===== src/rtl/dma_arb_pkg.sv =====
// ----------------------------------------------------------------------------
// dma_arb_pkg
//   Shared types and helpers for the DMA channel arbiter.
//   - arb_state_e : arbiter / bus-handshake FSM states
//   - rot_select  : rotating-priority scan over a request vector
//   - onehot      : channel ID to one-hot decode
//   Helpers work on a fixed MaxCh-wide vector; callers zero-extend their
//   NUM_CH-wide vectors and truncate the results back.
// ----------------------------------------------------------------------------
package dma_arb_pkg;

    localparam int unsigned MaxCh   = 16;
    localparam int unsigned MaxChW  = 4;
    localparam int unsigned MaxIdxW = MaxChW + 1;

    typedef enum logic [1:0] {
        StArbiter,
        StRequest,
        StAcknowledge,
        StRelease
    } arb_state_e;

    // First set bit of valid scanning upward from least+1, wrapping modulo
    // num_ch, with least itself examined last. Returns 0 when nothing is set.
    function automatic logic [MaxChW-1:0] rot_select(input logic [MaxCh-1:0]  valid,
                                                     input logic [MaxChW-1:0] least,
                                                     input int                num_ch);
        logic [MaxChW-1:0]  sel;
        logic               found;
        logic [MaxIdxW-1:0] idx;
        sel   = '0;
        found = 1'b0;
        for (int i = 1; i <= int'(MaxCh); i++) begin
            idx = {1'b0, least} + MaxIdxW'(i);
            // least < num_ch and i <= num_ch, so one subtraction wraps it
            if (idx >= MaxIdxW'(num_ch)) begin
                idx = idx - MaxIdxW'(num_ch);
            end
            if (!found && (i <= num_ch) && valid[idx[MaxChW-1:0]]) begin
                sel   = idx[MaxChW-1:0];
                found = 1'b1;
            end
        end
        return sel;
    endfunction

    function automatic logic [MaxCh-1:0] onehot(input logic [MaxChW-1:0] id);
        logic [MaxCh-1:0] r;
        r     = '0;
        r[id] = 1'b1;
        return r;
    endfunction

endpackage


===== src/rtl/dma_rr_select.sv =====
// ----------------------------------------------------------------------------
// dma_rr_select
//   Purely combinational channel selector, fixed or rotating priority.
//   Ports:
//     valid_i    : per-channel valid request vector
//     least_i    : last-served (lowest priority) channel for rotating mode
//     rotating_i : 0 = fixed (ch0 highest), 1 = rotating
//     sel_o      : selected channel ID (0 when nothing valid)
//     any_o      : at least one channel is requesting
// ----------------------------------------------------------------------------
module dma_rr_select
    import dma_arb_pkg::*;
#(
    parameter  int unsigned NUM_CH = 8,
    localparam int unsigned CH_W   = $clog2(NUM_CH)
) (
    input  logic [NUM_CH-1:0] valid_i,
    input  logic [CH_W-1:0]   least_i,
    input  logic              rotating_i,
    output logic [CH_W-1:0]   sel_o,
    output logic              any_o
);

    logic [CH_W-1:0] least_eff;

    always_comb begin
        // Fixed priority is the rotating scan with the top channel pinned as
        // the last-served one: the scan then starts at ch0.
        least_eff = rotating_i ? least_i : CH_W'(NUM_CH - 1);
        sel_o     = CH_W'(rot_select(MaxCh'(valid_i), MaxChW'(least_eff), int'(NUM_CH)));
        any_o     = |valid_i;
    end

endmodule


===== src/rtl/dma_channel_arbiter.sv =====
// ----------------------------------------------------------------------------
// dma_channel_arbiter
//   NUM_CH-channel DMA request arbiter with HRQ/HLDA handshake, software
//   requests and EOP-terminated service.
//   Ports:
//     clock_i, reset_i      : clock, synchronous active-high reset
//     dreq_i                : raw hardware requests (polarity by sense_dreq_i)
//     sw_req_set_i/_clr_i   : one-cycle set/clear pulses for software requests
//     mask_i                : 1 = ignore hardware request of that channel
//     rotating_priority_i   : 0 = fixed, 1 = rotating priority
//     sense_dreq_i          : 0 = DREQ active high, 1 = active low
//     sense_dack_i          : 0 = DACK active low, 1 = active high
//     dma_disable_i         : blocks new arbitration only
//     hlda_i                : hold acknowledge from the CPU
//     eop_i                 : end of service for the granted channel
//     hrq_o                 : registered hold request
//     dack_o                : one-hot acknowledge, polarity by sense_dack_i
//     req_id_o              : registered granted channel
//     valid_req_id_o        : req_id_o is meaningful
//     pending_req_o         : registered valid-request image
//     sw_req_o              : software request bits
// ----------------------------------------------------------------------------
module dma_channel_arbiter
    import dma_arb_pkg::*;
#(
    parameter  int unsigned NUM_CH = 8,
    localparam int unsigned CH_W   = $clog2(NUM_CH)
) (
    input  logic              clock_i,
    input  logic              reset_i,
    input  logic [NUM_CH-1:0] dreq_i,
    input  logic [NUM_CH-1:0] sw_req_set_i,
    input  logic [NUM_CH-1:0] sw_req_clr_i,
    input  logic [NUM_CH-1:0] mask_i,
    input  logic              rotating_priority_i,
    input  logic              sense_dreq_i,
    input  logic              sense_dack_i,
    input  logic              dma_disable_i,
    input  logic              hlda_i,
    input  logic              eop_i,
    output logic              hrq_o,
    output logic [NUM_CH-1:0] dack_o,
    output logic [CH_W-1:0]   req_id_o,
    output logic              valid_req_id_o,
    output logic [NUM_CH-1:0] pending_req_o,
    output logic [NUM_CH-1:0] sw_req_o
);

    arb_state_e        state_q;
    logic              hrq_q;
    logic [CH_W-1:0]   req_id_q;
    logic [CH_W-1:0]   least_q;
    logic [NUM_CH-1:0] pending_q;
    logic [NUM_CH-1:0] sw_req_q;
    logic [NUM_CH-1:0] sw_req_d;

    logic [NUM_CH-1:0] valid_req;
    logic [CH_W-1:0]   sel_id;
    logic              any_req;
    logic              arb_go;
    logic              eop_done;
    logic [NUM_CH-1:0] dack_oh;

    dma_rr_select #(
        .NUM_CH(NUM_CH)
    ) u_select (
        .valid_i   (valid_req),
        .least_i   (least_q),
        .rotating_i(rotating_priority_i),
        .sel_o     (sel_id),
        .any_o     (any_req)
    );

    always_comb begin
        // Software requests bypass the mask.
        valid_req = ((dreq_i ^ {NUM_CH{sense_dreq_i}}) & ~mask_i) | sw_req_q;
        arb_go    = (state_q == StArbiter) && any_req && !hlda_i && !dma_disable_i;
        eop_done  = (state_q == StAcknowledge) && eop_i;

        sw_req_d = sw_req_q;
        if (eop_done) begin
            sw_req_d[req_id_q] = 1'b0;
        end
        // Set is applied last so it wins over any clear in the same cycle.
        sw_req_d = (sw_req_d & ~sw_req_clr_i) | sw_req_set_i;

        dack_oh = '0;
        if (state_q == StAcknowledge) begin
            dack_oh = NUM_CH'(onehot(MaxChW'(req_id_q)));
        end
    end

    always_ff @(posedge clock_i) begin
        if (reset_i) begin
            state_q   <= StArbiter;
            hrq_q     <= 1'b0;
            req_id_q  <= '0;
            least_q   <= CH_W'(NUM_CH - 1);
            pending_q <= '0;
            sw_req_q  <= '0;
        end else begin
            pending_q <= valid_req;
            sw_req_q  <= sw_req_d;
            unique case (state_q)
                StArbiter: begin
                    if (arb_go) begin
                        req_id_q <= sel_id;
                        hrq_q    <= 1'b1;
                        state_q  <= StRequest;
                    end
                end
                StRequest: begin
                    // req_id_q stays frozen here regardless of requests or disable.
                    if (hlda_i) begin
                        state_q <= StAcknowledge;
                    end
                end
                StAcknowledge: begin
                    if (eop_i) begin
                        state_q <= StRelease;
                        hrq_q   <= 1'b0;
                        if (rotating_priority_i) begin
                            least_q <= req_id_q;
                        end
                    end else if (!hlda_i) begin
                        // CPU pre-empted the bus: re-compete, priority untouched.
                        state_q <= StArbiter;
                        hrq_q   <= 1'b0;
                    end
                end
                StRelease: begin
                    if (!hlda_i) begin
                        state_q <= StArbiter;
                    end
                end
                default: begin
                    state_q <= StArbiter;
                end
            endcase
        end
    end

    assign hrq_o          = hrq_q;
    assign req_id_o       = req_id_q;
    assign pending_req_o  = pending_q;
    assign sw_req_o       = sw_req_q;
    assign valid_req_id_o = arb_go || (state_q == StRequest) || (state_q == StAcknowledge);
    assign dack_o         = dack_oh ~^ {NUM_CH{sense_dack_i}};

    a_ctrl_known : assert property (@(posedge clock_i) disable iff (reset_i)
        !$isunknown({dreq_i, sw_req_set_i, sw_req_clr_i, mask_i, rotating_priority_i,
                     sense_dreq_i, sense_dack_i, dma_disable_i, hlda_i, eop_i}));

    a_dack_onehot : assert property (@(posedge clock_i) disable iff (reset_i)
        $onehot0(dack_o ~^ {NUM_CH{sense_dack_i}}));

    a_hrq_idle : assert property (@(posedge clock_i) disable iff (reset_i)
        ((state_q == StArbiter) || (state_q == StRelease)) |-> !hrq_q);

endmodule

===== config.mk =====
export PLATFORM = sky130hd
export DESIGN_NAME = dma_channel_arbiter
export DESIGN_NICKNAME = d
export VERILOG_FILES = /design/src/rtl/dma_arb_pkg.sv /design/src/rtl/dma_rr_select.sv /design/src/rtl/dma_channel_arbiter.sv
export SDC_FILE = /design/constraint.sdc
export NUM_CORES = 1
export LEC_CHECK = 0
export BUFFER_PORTS_ARGS = -buffer_cell sky130_fd_sc_hd__buf_2
export CORE_MARGIN = 8
export CORE_UTILIZATION = 52
export CTS_CLUSTER_DIAMETER = 120
export DETAILED_ROUTE_END_ITERATION = 10
export HOLD_SLACK_MARGIN = 0.15
export PLACE_DENSITY = 0.9
export SKIP_CTS_REPAIR_TIMING = 1
export SYNTH_ARGS = -nofsm -noshare
export SYNTH_HDL_FRONTEND = slang
export SYNTH_SLANG_ARGS = --single-unit
export TNS_END_PERCENT = 1

===== constraint.sdc =====
create_clock -name clock_i -period 3.2 [get_ports clock_i]
set_input_delay 0.32 -clock clock_i [delete_from_list [all_inputs] [get_ports clock_i]]
set_output_delay 0.32 -clock clock_i [all_outputs]
set_load 0.01 [all_outputs]

After elaboration in Yosys (flattened, before gate mapping)
Index checks and enable logic that the tools add are counted.
W data, S select, Z words.

cells by class
  $add $sub $neg = 16
  $lt $le $gt $ge = 20
  equal/unequal tests = 6
  multiplexer cells = 55
  bitwise logic cells = 10
  reductions and logical operators = 31

operator list
  kind                   count
  $ge A5 B4 Y1 const B   8
  $lt A4 B5 Y1 const B   8
  $bmux W1 S4            8
  $mux W4                8
  $sub A4 B4 Y4 const B  8
  $mux W3                9
  $and A8 B8 Y8          3
  $not A8 Y8             3
  $mux W1                20
  $add A3 B3 Y4 const B  4
  $mux W8                2
  $or A8 B8 Y8           2
  $logic_and A1 B1 Y1    13
  $logic_not A1 Y1       9
  $add A3 B2 Y4 const B  2
  $mux W2                4
  $pmux W2 S4            1
  $reduce_or A8 Y1       1
  $xnor A8 B8 Y8         1
  $xor A8 B8 Y8          1
  $demux W1 S3           2
  $ge A3 B1 Y1 const B   2
  $reduce_and A3 Y1      2
  $add A3 B4 Y5 const B  1
  other kinds (12)       16

word-level totals
  register bits after elaboration = 25
  input port bits = 40
  output and inout port bits = 29
  word-level logic and storage cells = 144

Longest topological paths before layout
Gate-level depths: netlist of run 1.

  depth after elaboration = 28
  mapped depth = 12
  depth with buffers taken out = 11

Cells and area by module
From an unflattened synthesis of run 1, not the netlist that was laid out.

unflattened totals
  cells, all modules = 258
  area, all modules = 2321.0 um^2

by module, submodules not included
  module               times used  cells each  area an instance (um^2)  seq. area each (um^2)
  dma_channel_arbiter  1           150         1308.8                   500.5
  dma_rr_select        1           108         1012.2                   0.0

Worst setup path before layout of run 1
OpenSTA, ideal clock, no wires.

  kind = input to register
  from = input rotating_priority_i
  to = register req_id_q[0], in the netlist req_id_o[0]
  setup time = 0.096 ns
  data arrival time = 2.834 ns
  required time = 3.104 ns
  slack = 0.270 ns
  cell stages on the path = 12
  buffers on the path = 1
  cells stage by stage = or2b_1 -> clkbuf_1 -> inv_2 -> ha_1 -> xnor2_4 -> mux4_2 -> mux2i_4 -> and2_4 -> nand4_4 -> nor2_4 -> nor3_2 -> o41ai_2

between the ends
  longest elaborated chain between the ends = 28
  elaborated cells between the ends (all ways) = 78
  classes of those cells = add/sub: 16; order compare: 8; mux: 40; reduce/logical: 14

ends and longest elaborated chain
  what                                                  line                                  RTL
  start, declared                                       dma_channel_arbiter.sv:35             input logic rotating_priority_i,
  $mux W3 *                                             dma_rr_select.sv:29                   least_eff = rotating_i ? least_i : CH_W'(NUM_CH - 1);
  $add A3 B1 Y4                                         dma_arb_pkg.sv:34                     idx = {1'b0, least} + MaxIdxW'(i);
  $sub A4 B4 Y4 / $ge A5 B4 Y1 (equally long branches)  dma_arb_pkg.sv:37, dma_arb_pkg.sv:36
  $mux W4                                               dma_arb_pkg.sv:36                     if (idx >= MaxIdxW'(num_ch)) begin
  $bmux W1 S4                                           dma_arb_pkg.sv:39                     if (!found && (i <= num_ch) && valid[idx[MaxChW-1:0]]) begin
  $mux W1 (implied by the code)                         dma_arb_pkg.sv:39
  $mux W1                                               dma_arb_pkg.sv:39
  $logic_not A1 Y1                                      dma_arb_pkg.sv:39
  [12 not listed]                                       -
  $logic_and A1 B1 Y1                                   dma_arb_pkg.sv:39
  $mux W1                                               dma_arb_pkg.sv:39
  $logic_not A1 Y1                                      dma_arb_pkg.sv:39
  $logic_and A1 B1 Y1                                   dma_arb_pkg.sv:39
  $mux W1                                               dma_arb_pkg.sv:39
  $logic_not A1 Y1                                      dma_arb_pkg.sv:39
  $logic_and A1 B1 Y1                                   dma_arb_pkg.sv:39
  $mux W3 *                                             dma_arb_pkg.sv:39
  end signal, assigned                                  dma_channel_arbiter.sv:107            req_id_q <= sel_id;
  end, declared                                         dma_channel_arbiter.sv:51             logic [CH_W-1:0] req_id_q;

Every way passes the cells marked *; elsewhere a longest branch is shown, timed or not. The select of a mux whose other input is x is not followed.
A chain may end at the register's enable or synchronous reset.

Final worst setup path of run 1
  from = register least_q[1]
  to = register req_id_q[1], in the netlist req_id_o[1]

between the ends
  longest elaborated chain between the ends = 28
  elaborated cells between the ends (all ways) = 78
  classes of those cells = add/sub: 16; order compare: 8; mux: 40; reduce/logical: 14

ends and longest elaborated chain
  what                                                  line                                  RTL
  start, declared                                       dma_channel_arbiter.sv:52             logic [CH_W-1:0] least_q;
  start signal, assigned                                dma_channel_arbiter.sv:98             least_q <= CH_W'(NUM_CH - 1);
  start signal, assigned                                dma_channel_arbiter.sv:123            least_q <= req_id_q;
  $mux W3 *                                             dma_rr_select.sv:29
  $add A3 B1 Y4                                         dma_arb_pkg.sv:34
  $sub A4 B4 Y4 / $ge A5 B4 Y1 (equally long branches)  dma_arb_pkg.sv:37, dma_arb_pkg.sv:36
  $mux W4                                               dma_arb_pkg.sv:36
  $bmux W1 S4                                           dma_arb_pkg.sv:39
  $mux W1 (implied by the code)                         dma_arb_pkg.sv:39
  $mux W1                                               dma_arb_pkg.sv:39
  $logic_not A1 Y1                                      dma_arb_pkg.sv:39
  [12 not listed]                                       -
  $logic_and A1 B1 Y1                                   dma_arb_pkg.sv:39
  $mux W1                                               dma_arb_pkg.sv:39
  $logic_not A1 Y1                                      dma_arb_pkg.sv:39
  $logic_and A1 B1 Y1                                   dma_arb_pkg.sv:39
  $mux W1                                               dma_arb_pkg.sv:39
  $logic_not A1 Y1                                      dma_arb_pkg.sv:39
  $logic_and A1 B1 Y1                                   dma_arb_pkg.sv:39
  $mux W3 *                                             dma_arb_pkg.sv:39

Marked as above.

==> results of run 1 <==
[how the worst max path moves through the flow]
| stage | to |
|---|---|
| after CTS | req_id_o[1] |
| after floorplan | req_id_o[0] |
| final | req_id_o[1] |
| after global routing | req_id_o[1] |
| after global placement | req_id_o[0] |
| after detailed placement | req_id_o[0] |
[report_power, final]
part           leakage, nW  internal, mW  switching, mW
Combinational        0.920         0.142          0.182
Sequential           0.207         0.332         0.0184
Clock               0.0217        0.0886          0.113
[worst max-delay path, stage by stage, from the launching register on]
cell	delay [ps]
dfxtp_1	370
or2b_1	280
inv_2	60
ha_1	260
xnor2_4	280
mux4_2	560
mux2i_4	190
and2_4	210
nand4_4	140
nor4_1	260
a21oi_1	80
o22ai_2	150
[through the flow]
stage	utilization (%)	instances	setup WS (ps)	hold slack, ps	total power [mW]
after floorplan	-	259	270.1	426.3	0.5741
after global placement	63.66	368	243.7	437.7	0.6681
after detailed placement	63.66	368	178.7	443.4	0.6741
after CTS	64.88	372	294.8	238.2	0.8735
after global routing	64.94	373	108.1	246.9	0.9196
final	64.94	373	290.3	240.1	0.8753
[area by class of cell]
cell class,instances,area (sq um),area share (%)
antenna,1,2.502,0.09565
clock buffer,3,41.29,1.578
clock inverter,1,7.507,0.2869
inverter,16,67.56,2.582
multi-input combinational,204,1556,59.49
sequential,25,500.5,19.13
tap,50,62.56,2.391
timing repair buffer,73,377.9,14.44
[layout by cell type (no fill, tap or decap), drive strengths merged, types with 2 or more instances in the layout]
master,n
buf,73
nor2,32
dfxtp,25
nand2,23
mux2i,18
inv,15
a31oi,12
a21oi,10
xnor2,10
xor2,9
nand3,9
o21ba,8
o21bai,8
mux4,7
o21ai,5
ha,5
mux2,4
nand4,4
nor3,4
nand2b,3
nor2b,3
clkbuf,3
and3,3
o22ai,3
a211o,3
nor4,2
nand3b,2
o211ai,2
[metal layers]
| metal | vias to the layer above | routed length (microns) |
|---|---|---|
| met1 | 1034 | 2743 |
| met5 | - | 0 |
| met2 | 110 | 3125 |
| met3 | 21 | 386 |
| li1 | 1054 | - |
| met4 | 0 | 199 |
[flip-flops by register name (all words and copies together) (netlist names)]
register / flops
sw_req_o: 8
state_q: 2
hrq_o: 1
req_id_o: 3
least_q: 3
pending_req_o: 8
[logic make-up (layout without fill, tap and decap cells)]
family | count (synthesis) | count (layout) | share of synthesized area [%]
simple gates | 90 | 90 | 20.52
compound gates | 61 | 61 | 20.47
buf+inv | 30 | 93 | 6.537
mux | 29 | 29 | 18.48
flops | 25 | 25 | 22.74
xor+xnor | 19 | 19 | 8.414
fa+ha+maj | 5 | 5 | 2.843
other cells | 0 | 1 | 0
==> impl_metrics.py, run 1 <==
metrics = {
    "yosys": {
        "ys_warn_count": 0,
        "synth_cell_types": 58,
        "syn_inst": 259,
        "synthTopCellsByCount": "nor2_1 (31), dfxtp_1 (25), nand2_1 (22), mux2i_1 (17)",
        "synth_top_area_share_pct": 22.74,
        "synthesis.area_sq_mm": 0.002201,
        "avgSynthCellArea_sq_um": 8.498,
        "ys_seq_elements": 25,
        "yosysTopAreaCell": "dfxtp_1",
        "ys.flop_type": "dfxtp_1",
        "synth_nets": 304,
        "ys_seq_area_share_pct": 22.74,
        "synth-edff-count": 0,
        "async_flop_share_pct": 0,
        "synth_most_common_cell": "nor2_1",
        "yosys-top-cells-area": "dfxtp_1 (23%), mux2i_1 (7.7%), nor2_1 (5.3%)",
    },
    "cts": {
        "clk_pin_slew_worst_paths_ps": 100,
        "clock-sinks": 25,
        "clk_latency_ps": 280,
        "numCtsBuffers": 3,
        "cts_tree": "yes",
        "htree_num_levels": 1,
        "clock_tree.root_cell": "clkbuf_8",
        "cts.path.max_buffers": 2,
    },
    "hold_path": {
        "min_path_cells": 3,
        "hp-start": "sw_req_set_i[1]",
        "hold_path_end": "sw_req_o[1]",
        "hp-class": "in2reg",
    },
    "worst_setup_path": {
        "startpoint": "least_q[1]",
        "critPathLaunchType": "register",
        "cp_max_fo": 7,
        "cp-end-kind": "register",
        "reg2reg_from": "least_q[1]",
        "r2r_slack_ps": 290,
        "required_ps": 3410,
        "ff2ff_path_depth": 11,
        "cp.arrival_ps": 3120,
        "crit_type": "reg2reg",
        "r2r_end": "req_id_o[1]",
    },
    "global_route": {
        "met2_usage_pct": 33.12,
        "antenna_found_initial": 1,
        "grt_pass1_wl_microns": 10630,
        "grt_max_degree": 28,
        "met3_usage_pct": 2.759,
        "busiest_layer": "met2",
        "grt_use_total_pct": 19.96,
        "grt_pass1_vias": 2259,
        "grtUsageMet1_pct": 24.84,
        "gr-total-overflow": 0,
    },
    "drt": {
        "drc_errors": 0,
        "vias": 2219,
        "viasPerCell": 5.949,
        "first_pass_iters": 5,
        "ant_nets": 0,
        "wirelength_microns": 6454,
        "post_drt_wl_per_cell_microns": 17.30,
        "first_iter_violations": 126,
    },
    "pwr": {
        "ir_drop_v": 0.0002617,
        "p_per_area_mw_per_mm2": 334.6,
        "leakage_nw": 1.148,
    },
    "sta": {
        "max_freq_ghz": 0.3437,
        "finalSetupViolCount": 0,
        "min_period_over_period_pct": 90.93,
        "relSlewSlack_pct": 64.01,
        "hold_violations": 0,
        "setup-tns-final_ps": 0,
        "rsz0062_at_grt": "no",
        "clock-skew-final_ps": 5.460,
        "fin_crit_ps": 2910,
        "tightestPinTransition_ps": 539.9,
        "maxSlewViolCount": 0,
    },
    "flow_run": {
        "cap_violations": 0,
    },
    "placed_design": {
        "numPortBuffers": 68,
        "place.gp.congestion": 0.9140,
        "dpl_cell_area_sq_mm": 0.002565,
        "place_hpwl_microns": 5002,
    },
    "floorplanning": {
        "start_util_pct": 54.63,
        "ioPinCount": 69,
        "die_h_microns": 81.06,
        "die_area_sq_mm": 0.006570,
        "die_w_microns": 81.06,
        "row_count": 23,
        "fp.coreArea_sq_mm": 0.004029,
    },
    "finish": {
        "final_layout_size_suffix_gt1_share_pct": 33.85,
        "nets": 368,
        "num-fill-cells": 333,
        "area_growth_pct": 18.87,
        "design_area_sq_mm": 0.002616,
    },
    "run_status": {
        "status": "completed",
    },
}
Power figures use the tool's default switching activity.
==> run 2: changes to the inputs <==
--- a/config.mk
+++ b/config.mk
@@ -5,13 +5,15 @@
 export SDC_FILE = /design/constraint.sdc
 export NUM_CORES = 1
 export LEC_CHECK = 0
+export ABC_AREA = 1
 export BUFFER_PORTS_ARGS = -buffer_cell sky130_fd_sc_hd__buf_2
 export CORE_MARGIN = 8
-export CORE_UTILIZATION = 52
+export CORE_UTILIZATION = 51
 export CTS_CLUSTER_DIAMETER = 120
 export DETAILED_ROUTE_END_ITERATION = 10
 export HOLD_SLACK_MARGIN = 0.15
 export PLACE_DENSITY = 0.9
+export REMOVE_ABC_BUFFERS = 1
 export SKIP_CTS_REPAIR_TIMING = 1
 export SYNTH_ARGS = -nofsm -noshare
 export SYNTH_HDL_FRONTEND = slang
==> run 2 against run 1 <==
  * Wire length fell by 5.2%
  * Largest cell class unchanged
  * Via count rose by 10%
  * Critical path type unchanged
  * Core utilization down 2.0 points
==> impl_metrics.py, run 2 <==
metrics = {
    "floorplanning": {
        "fp.coreArea_sq_mm": 0.003971,
        "die_area_sq_mm": 0.006392,
        "ioPinCount": 69,
        "die_h_microns": 79.95,
        "die_w_microns": 79.95,
        "start_util_pct": 52.52,
        "row_count": 23,
    },
    "finish": {
        "stdcell_count": 461,
        "utilization_pct": 62.95,
        "area_growth_pct": 19.86,
        "final_layout_size_suffix_gt1_share_pct": 22.63,
        "final_cell_mix": "nand2_1 (88), buf_2 (68), nand3_1 (55)",
        "design_area_sq_mm": 0.002500,
        "n_antenna_cell": 0,
        "nets": 457,
        "layout_commonest_cell": "nand2_1",
    },
    "drt": {
        "first_iter_violations": 180,
        "viasPerCell": 5.306,
        "wirelength_microns": 6119,
        "post_drt_wl_per_cell_microns": 13.27,
        "ant_nets": 0,
        "vias": 2446,
        "drc_errors": 0,
        "first_pass_iters": 4,
    },
    "placed_design": {
        "place.gp.congestion": 0.9454,
        "numPortBuffers": 68,
        "place_hpwl_microns": 5113,
        "dpl_cell_area_sq_mm": 0.002451,
        "dpl.cell_count": 457,
        "preCtsSetupSlack_ps": 593.9,
    },
    "yosys": {
        "synthesis.area_sq_mm": 0.002086,
        "synth_xor_area_share_pct": 5.459,
        "avgSynthCellArea_sq_um": 6.028,
        "synth_cell_types": 34,
        "ys_seq_elements": 25,
        "synth_compound_area_share_pct": 8.398,
        "synth_most_common_cell": "nand2_1",
        "syn_inst": 346,
        "synthTopCellsByCount": "nand2_1 (88), nand3_1 (55), inv_1 (48), nor2_1 (42), dfxtp_1 (25)",
        "ys.flop_type": "dfxtp_1",
        "synth-simple-area-share_pct": 47.09,
        "ys_seq_area_share_pct": 24.00,
        "async_flop_share_pct": 0,
        "yosys-top-cells-area": "dfxtp_1 (24%), nand2_1 (16%), nand3_1 (13%)",
        "synthAdderAreaFrac_pct": 2.999,
        "yosysTopAreaCell": "dfxtp_1",
        "ys_warn_count": 0,
        "synth.area.mux_share_pct": 0,
        "synth_top_family_by_area": "simple AND/OR/NAND/NOR gates",
        "synth_top_area_share_pct": 24.00,
        "synth-edff-count": 0,
    },
    "sta": {
        "max_freq_ghz": 0.3971,
        "fin_crit_ps": 2518,
        "relSlewSlack_pct": 57.67,
        "tightestPinTransition_ps": 632.7,
        "clock-skew-final_ps": 4.882,
        "fin_ws_ps": 682.0,
        "finalSetupViolCount": 0,
        "setup-tns-final_ps": 0,
        "hold_violations": 0,
        "min_period_over_period_pct": 78.69,
        "maxSlewViolCount": 0,
        "rsz0062_at_grt": "no",
    },
    "worst_setup_path": {
        "cp-end-kind": "register",
        "r2r_slack_ps": 680,
        "crit_buf_inv": 2,
        "crit_type": "reg2reg",
        "reg2reg_from": "least_q[1]",
        "slowest_delay_ps": 440,
        "crit_slowest_cell": "ha_1",
        "ff2ff_path_depth": 14,
        "required_ps": 3350,
        "r2r_end": "req_id_o[1]",
        "critPathLaunchType": "register",
        "cp.arrival_ps": 2670,
        "critical_path.top_delay_family": "simple AND/OR/NAND/NOR gates",
        "path_cells": "nor2_4 -> inv_2 -> ha_1 -> inv_1 -> nand3_1 -> nand3_1 -> nand2_4 -> nand4_2 -> nor2_4 -> nand4_1 -> nor2_1 -> nor2_1 -> nand2_1 -> a21oi_2",
        "startpoint": "least_q[1]",
        "cp_max_fo": 10,
    },
    "hold_path": {
        "min_path_cells": 3,
        "hp-start": "sw_req_set_i[6]",
        "hold_path_end": "sw_req_o[6]",
        "hp-class": "in2reg",
    },
    "flow_run": {
        "cap_violations": 0,
    },
    "cts": {
        "clk_latency_ps": 270,
        "clk_pin_slew_worst_paths_ps": 90,
        "cts.path.max_buffers": 2,
        "clock-sinks": 25,
        "cts_tree": "yes",
        "htree_num_levels": 1,
        "numCtsBuffers": 3,
        "clock_tree.root_cell": "clkbuf_8",
    },
    "global_route": {
        "antenna_found_initial": 0,
        "grt_pass1_wl_microns": 9832,
        "gr-total-overflow": 0,
        "grt_use_total_pct": 18.52,
        "grt_pass1_vias": 2273,
        "grt_max_degree": 23,
    },
    "pwr": {
        "ir_drop_v": 0.0002867,
        "leakage_nw": 1.330,
        "p_per_area_mw_per_mm2": 357.5,
    },
    "run_status": {
        "status": "completed",
    },
}
[run 2: cells by family (layout without fill, tap and decap cells)]
| family | count (synthesis) | after routing |
|---|---|---|
| adder cells (fa/ha/maj) | 5 | 5 |
| buffers and inverters | 62 | 127 |
| AO/OA/AOI/OAI | 30 | 30 |
| flip-flops | 25 | 25 |
| AND/OR/NAND/NOR | 214 | 214 |
| XOR/XNOR | 10 | 10 |
[run 2: area by class of cell]
| class | instances | area (sq um) |
|---|---|---|
| Clock buffer | 3 | 41.29 |
| Fill cell | 380 | 1471 |
| Tap cell | 50 | 62.56 |
| Clock inverter | 1 | 7.507 |
| Sequential cell | 25 | 500.5 |
| Multi-Input combinational cell | 259 | 1334 |
| Timing Repair Buffer | 69 | 347.8 |
| Inverter | 54 | 206.4 |
[run 2: through the flow]
step / total power [mW] / hold slack, ps
CTS: 0.8931 / 250.5
finish: 0.8936 / 245.5
detailed placement: 0.7031 / 482.8
global placement: 0.6930 / 472.6
global route: 0.9451 / 267.6
floorplan: 0.5884 / 382.4
[run 2: how the worst max path moves through the flow]
stage,depth (start not counted),endpoint,slack (ps)
detailed placement,16,req_id_o[1],590
global route,14,req_id_o[1],470
floorplan,15,req_id_o[1],800
CTS,14,req_id_o[1],700
finish,14,req_id_o[1],680
global placement,16,req_id_o[1],720
[run 2: report_power, final]
part	internal, mW	switching, mW
registers	0.338	0.0185
logic	0.120	0.223
clock network	0.0884	0.106
total	0.547	0.347
[run 2: layer usage]
| layer | wire length, microns | GRT usage (%) | share of wire (%) | vias to the layer above |
|---|---|---|---|---|
| met5 | 0 | 0 | 0 | - |
| met1 | 2554 | 21.31 | 42 | 1111 |
| li1 | - | - | - | 1239 |
| met3 | 539 | 4.955 | 8.8 | 10 |
| met2 | 2946 | 33.47 | 48 | 86 |
| met4 | 77 | 3.091 | 1.3 | 0 |
[run 2: worst min-delay path: cells and delay by family]
| family | cells | cell delay (ps) |
|---|---|---|
| simple gates | 1 | 60 |
| buf+inv | 1 | 70 |
| compound gates | 1 | 30 |
